$ cat src/rtl/tx_8b10b_sched.sv
// -----------------------------------------------------------------------------
// tx_8b10b_sched
//
// Transmit-side symbol scheduler ahead of the 5b/6b + 3b/4b encode stages.
// After tx_en rises it sends a burst of ALIGN_CNT K28.5 commas. It then
// enters RUN, where it accepts user bytes over a valid/ready handshake, fills
// gaps with IDLE_CHAR (always K=1), and screens illegal control characters.
// Running disparity is tracked from encoder feedback.
//
// Optional feature macro: SYNC_INSERT_EN
//   defined   : a K28.5 comma is forced every SYNC_PERIOD RUN symbols
//               (the comma itself counts as one of them).
//   undefined : no sync counter; s_ready is high on every RUN cycle.
//
// Ports
//   clk, rst_n        clock, asynchronous active-low reset
//   tx_en             link enable (level)
//   s_valid/s_data/s_k  upstream byte (HGF_EDCBA) and its control flag
//   s_ready           byte accepted this cycle (from state/counters only)
//   enc_valid/enc_data/enc_K  registered symbol to the encoder
//   enc_flip          encoder flipped running disparity on its last symbol
//   rd_cur            registered running disparity (0 = RD-, 1 = RD+)
//   link_up           registered, high while RUN symbols are being sent
//   err_k             registered pulse: an illegal control byte was consumed
//
// A byte accepted in the cycle tx_en falls is still emitted on that edge;
// otherwise that edge emits nothing (enc_valid=0).
// -----------------------------------------------------------------------------
module tx_8b10b_sched #(
   parameter int          ALIGN_CNT   = 16,
   parameter int          SYNC_PERIOD = 256,
   parameter logic [7:0]  IDLE_CHAR   = 8'h1C
) (
   input  logic       clk,
   input  logic       rst_n,
   input  logic       tx_en,
   input  logic       s_valid,
   input  logic [7:0] s_data,
   input  logic       s_k,
   output logic       s_ready,
   output logic       enc_valid,
   output logic [7:0] enc_data,
   output logic       enc_K,
   input  logic       enc_flip,
   output logic       rd_cur,
   output logic       link_up,
   output logic       err_k
);

   localparam logic [7:0] K28_5      = 8'hBC;
   localparam logic [7:0] ALIGN_LAST = 8'(ALIGN_CNT - 1);

   // Parameter range guard, evaluated at elaboration only.
   if (ALIGN_CNT < 1 || ALIGN_CNT > 255 || SYNC_PERIOD < 2 || SYNC_PERIOD > 65535) begin : g_param_chk
      $error("tx_8b10b_sched: ALIGN_CNT or SYNC_PERIOD out of range");
   end

   typedef enum logic [1:0] {ST_OFF, ST_ALIGN, ST_RUN} state_t;

   state_t     state_q, state_d;
   logic [7:0] align_cnt_q, align_cnt_d;
   logic       enc_valid_q, enc_valid_d;
   logic [7:0] enc_data_q, enc_data_d;
   logic       enc_k_q, enc_k_d;
   logic       rd_cur_q, rd_cur_d;
   logic       link_up_q, link_up_d;
   logic       err_k_q, err_k_d;
   logic       sync_due;
   logic       take;
   logic       k_bad;

`ifdef SYNC_INSERT_EN
   localparam logic [15:0] SYNC_LAST = 16'(SYNC_PERIOD - 1);
   logic [15:0] sync_cnt_q, sync_cnt_d;
   assign sync_due = (state_q == ST_RUN) && (sync_cnt_q == SYNC_LAST);
`else
   assign sync_due = 1'b0;
`endif

   function automatic logic is_legal_k(input logic [7:0] b);
      case (b)
         8'h1C, 8'h3C, 8'h5C, 8'h7C, 8'h9C, 8'hBC,
         8'hDC, 8'hFC, 8'hF7, 8'hFB, 8'hFD, 8'hFE: is_legal_k = 1'b1;
         default:                                  is_legal_k = 1'b0;
      endcase
   endfunction

   // Ready deliberately ignores s_valid and tx_en so upstream never sees a
   // combinational loop through the handshake.
   assign s_ready = (state_q == ST_RUN) && !sync_due;
   assign take    = s_ready && s_valid;
   assign k_bad   = s_k && !is_legal_k(s_data);

   // State register
   // NOTE: sequential state uses non-blocking (<=) so every flop samples
   // pre-edge values; combinational blocks below use blocking (=).
   always_ff @(posedge clk or negedge rst_n) begin
      if (!rst_n) begin
         state_q     <= ST_OFF;
         align_cnt_q <= '0;
`ifdef SYNC_INSERT_EN
         sync_cnt_q  <= '0;
`endif
         enc_valid_q <= 1'b0;
         enc_data_q  <= '0;
         enc_k_q     <= 1'b0;
         rd_cur_q    <= 1'b0;
         link_up_q   <= 1'b0;
         err_k_q     <= 1'b0;
      end else begin
         state_q     <= state_d;
         align_cnt_q <= align_cnt_d;
`ifdef SYNC_INSERT_EN
         sync_cnt_q  <= sync_cnt_d;
`endif
         enc_valid_q <= enc_valid_d;
         enc_data_q  <= enc_data_d;
         enc_k_q     <= enc_k_d;
         rd_cur_q    <= rd_cur_d;
         link_up_q   <= link_up_d;
         err_k_q     <= err_k_d;
      end
   end

   // Next-state and counters
   // NOTE: every signal gets a default at the top of the block so no path
   // leaves it unassigned, which would infer a latch.
   always_comb begin
      state_d     = state_q;
      align_cnt_d = align_cnt_q;
`ifdef SYNC_INSERT_EN
      sync_cnt_d  = sync_cnt_q;
`endif
      case (state_q)
         ST_OFF: begin
            align_cnt_d = '0;
`ifdef SYNC_INSERT_EN
            sync_cnt_d  = '0;
`endif
            if (tx_en) state_d = ST_ALIGN;
         end
         ST_ALIGN: begin
            if (!tx_en) begin
               state_d     = ST_OFF;
               align_cnt_d = '0;
            end else if (align_cnt_q == ALIGN_LAST) begin
               state_d     = ST_RUN;
               align_cnt_d = '0;
            end else begin
               align_cnt_d = align_cnt_q + 8'd1;
            end
         end
         ST_RUN: begin
            if (!tx_en) begin
               state_d = ST_OFF;
`ifdef SYNC_INSERT_EN
               sync_cnt_d = '0;
            end else begin
               sync_cnt_d = sync_due ? 16'd0 : sync_cnt_q + 16'd1;
`endif
            end
         end
         default: state_d = ST_OFF;
      endcase
   end

   // Registered outputs
   always_comb begin
      enc_valid_d = 1'b0;
      enc_data_d  = '0;
      enc_k_d     = 1'b0;
      link_up_d   = 1'b0;
      err_k_d     = 1'b0;
      rd_cur_d    = rd_cur_q ^ enc_flip;
      case (state_q)
         ST_ALIGN: begin
            if (tx_en) begin
               enc_valid_d = 1'b1;
               enc_data_d  = K28_5;
               enc_k_d     = 1'b1;
            end
         end
         ST_RUN: begin
            link_up_d = tx_en;
            if (tx_en && sync_due) begin
               enc_valid_d = 1'b1;
               enc_data_d  = K28_5;
               enc_k_d     = 1'b1;
            end else if (take) begin
               // Illegal control bytes are consumed but replaced by idle.
               enc_valid_d = 1'b1;
               enc_data_d  = k_bad ? IDLE_CHAR : s_data;
               enc_k_d     = k_bad ? 1'b1 : s_k;
               err_k_d     = k_bad;
            end else if (tx_en) begin
               enc_valid_d = 1'b1;
               enc_data_d  = IDLE_CHAR;
               enc_k_d     = 1'b1;
            end
         end
         default: ;
      endcase
   end

   assign enc_valid = enc_valid_q;
   assign enc_data  = enc_data_q;
   assign enc_K     = enc_k_q;
   assign rd_cur    = rd_cur_q;
   assign link_up   = link_up_q;
   assign err_k     = err_k_q;

endmodule

$ cat config.mk
export PLATFORM = sky130hd
export DESIGN_NAME = tx_8b10b_sched
export DESIGN_NICKNAME = d
export VERILOG_FILES = /design/src/rtl/tx_8b10b_sched.sv
export SDC_FILE = /design/constraint.sdc
export NUM_CORES = 1
export LEC_CHECK = 0
export BUFFER_PORTS_ARGS = -buffer_cell sky130_fd_sc_hd__buf_2
export CAP_MARGIN = 20
export CORE_MARGIN = 2
export CORE_UTILIZATION = 51
export CTS_CLUSTER_DIAMETER = 50
export DETAILED_ROUTE_END_ITERATION = 12
export GPL_TIMING_DRIVEN = 1
export PLACE_DENSITY = 0.85
export SLEW_MARGIN = 20
export SYNTH_ARGS = -nofsm -noshare
export SYNTH_HDL_FRONTEND = slang
export SYNTH_SLANG_ARGS = --single-unit
$ cat constraint.sdc
create_clock -name clk -period 2.1 [get_ports clk]
set_input_delay 0.105 -clock clk [delete_from_list [all_inputs] [get_ports clk]]
set_output_delay 0.105 -clock clk [all_outputs]
set_load 0.01 [all_outputs]
==> impl_results.md <==
* Slowest stage delay, CP at between 0.4 and 0.5 ns
* Mean cell area of the mapped netlist at 10.40 um^2
* Post-Synthesis Cells at 105
* Vias in the first global route at 859
* Max Cap Viol at 0
* # IOs at 28
* Rel. slew slack at between 60% and 70%
* Crit. path cell count at 6
* Cts repair resizes at 0
* Final setup TNS at 0 ns
* Worst EP arrival at 1.99 ns
* Post-DRT Antenna Nets at 0
* Share of cells above drive strength 1 at 26.47%
* GRT overflow at 0
* Sequential fraction of the synthesis area at 52.69%
* Worst Skew at 0.005498 ns
* Critical path startpoint: state_q[1]
* Fillers at 158
* Clk buf depth at 2
* Post-synth EDFFs at 0
* Hold Crit Depth at 3
* Final setup viols at 0
* First-iteration detailed-routing DRC count at 17
* # clock sinks at 23
* Hold Crit Class: in -> reg
* Layout Nets at between 150 and 200
* Wirelength per Cell at ~14 um
* Startpoint Class: flip-flop
* Clk_lat worst skew at 0.32 ns
* Largest cells by area after synthesis: dfrtp_1 (53%), ha_1 (4.6%), nand2_1 (4.5%)
* Pre-CTS setup slack at ~0.41 ns
* Kind of cell adding the most delay to the critical path: simple AND/OR/NAND/NOR gates
* Clock Pin Slew Worst Setup and Hold Paths at 0.12 ns
* R2R Setup Slk at 0.37 ns
* # rows at 16
* CTS tree: built
* Clk root buf: clkbuf_4
* Die area at 2528 um^2
* Largest net degree at the start of global routing at 24
* Buf+Inv Stages, Crit Path at 1
* Die Ht at approximately 50 um
* Most frequent cells in the layout: buf_2 (27), dfrtp_1 (23), nand2_1 (13), o21ai_0 (9), nor2_1 (7)
* Via density at 5.466
* Yosys reg bits at 23
* CTS H-tree lvls at 1
* Final wirelength at 2.251 mm
* Worst setup EP type: flip-flop
* Area of the multi-input gates at 493.0 um^2
* Worst-margin pin slew at 0.4825 ns
* Initial Util at 55.11%
* Fmax at 0.5783 GHz
* Setup CP Type: reg -> reg
* # diodes at 0
* Sequential Area at 575.6 um^2
* Post-route total power at 1.099 mW
* Worst path slowest cell: or4b_1
* Yosys Warn Count at 0
* R2R depth at 6
* Fin worst setup slack at 0.3709 ns
* Cell count after placement at 157
* Status: finished, final reports clean
* Inserted Clock Buffers at 3
* Final GP Congestion at 0.8438
* Commonest non-fill, non-tap cell in the layout: buf_2
* Leak pwr at between 0.7 and 0.8 nW
* Fin crit share at 82.34%
* Power per cell area at ~850 nW/um^2
* Primary FF master, synth: dfrtp_1
* Initial antenna violation count at 0
* Drt first pass iters at 4
* Unrepaired setup endpoints after global routing: no
* Netlist cell types at 35
* CP Max Fanout at 9
* Core Area at ~2000 um^2
* Cell area after synthesis at around 1100 um^2
* Area growth from synthesis to layout at 19.02%
* DRC at 0
* First-pass GRT wire length at 3.739 mm
* Top-area cell type share of the netlist area at a little over half
* Hold path startpoint: s_k
* Slew Limit Fails at 0
* DP HPWL at 1.689 mm
* Final min period at 1.729 ns
* Hold endpoint: enc_K
* Crit-path cells: inv_1, ha_1, nand2_1, a21oi_2, or4b_1, nand3_1
* Via count at 891
* R2r endpoint: state_q[0]
* Die span in x at 50.28 um
* All-Layer GR Usage at 20.30%
* Worst R2R Start: state_q[1]
* Worst EP required at 2.36 ns
* Leading area contributor after synthesis: dfrtp_1
* Worst vdd ir at ~0.00058 V
* Port bufs at 27
* Post-Syn Nets at 123
* Post-synth ARST share at 100.0%
* Post-Layout Cell Count at 163
* Hold Fails Final Rpt at 0
[layout make-up]
type / count / area share (%)
Multi-Input combinational cell: 76 / 37.92
Tap cell: 27 / 2.599
Sequential cell: 23 / 44.27
Clock inverter: 1 / 0.3850
Timing Repair Buffer: 29 / 11.93
Clock buffer: 3 / 1.732
Inverter: 4 / 1.155
[state kept, by name, summed over array words and instances, names as in the netlist]
name	count
link_up	1
state_q	2
enc_K	1
enc_data	8
err_k	1
rd_cur	1
enc_valid	1
align_cnt_q	8
[routing by layer]
layer / GRT usage [%] / wire length (um)
met2: 33.11 / 1113
met4: 11.11 / 46
met5: 0 / 0
met1: 25.90 / 977
met3: 2.976 / 114
[repair_timing]
item / in CTS / in global routing
hold endpoints to repair: 24 / 0
hold buffers: 2 / 0
endpoints found under the setup margin: 0 / 0
buffers inserted: 0 / 0
[worst reg2reg max path, cell delays in order, from the launching register on]
cell and delay (ns):
dfrtp_1 0.43, inv_1 0.08, ha_1 0.25, nand2_1 0.25, a21oi_2 0.12, or4b_1 0.48, nand3_1 0.07
[synthesized netlist by cell type, types with 4 or more instances]
library cell   n
dfrtp_1       23
nand2_1       13
o21ai_0        9
nor2_1         7
a21oi_1        4
a31oi_1        4
and2_1         4
and3_1         4
ha_1           4
inv_1          4
[worst max-delay path by stage]
| stage | to | slack (ns) |
|---|---|---|
| 6_report | state_q[0] | 0.37 |
| 5_1_grt | state_q[0] | 0.20 |
| 4_1_cts | state_q[0] | 0.38 |
| 3_5_place_dp | state_q[0] | 0.41 |
| 3_3_place_gp | state_q[0] | 0.48 |
| 2_1_floorplan | state_q[0] | 0.57 |
[stage by stage]
step | cell area, um^2 | util (%) | hold WS [ns]
after floorplan | 1092 | - | -0.1906
after global placement | 1252 | 63.19 | 0.09136
after detailed placement | 1252 | 63.19 | 0.09836
after CTS | 1300 | 65.59 | 0.03633
after global routing | 1300 | 65.59 | 0.04913
final | 1300 | 65.59 | 0.04454
[cell families after synthesis]
family	Yosys count	share of synthesized area (%)
compound gates	26	15.35
fa+ha+maj	4	4.582
simple gates	42	21.65
buf+inv	6	2.175
mux	2	1.947
xor+xnor	2	1.604
flops	23	52.69
[where the power goes]
part / switching [mW] / internal, mW / leakage [nW]
clock network: 0.132 / 0.0713 / 0.0177
logic: 0.207 / 0.137 / 0.372
registers: 0.0405 / 0.512 / 0.313
total: 0.379 / 0.720 / 0.702
No activity file was read; power rests on OpenSTA's default activity.
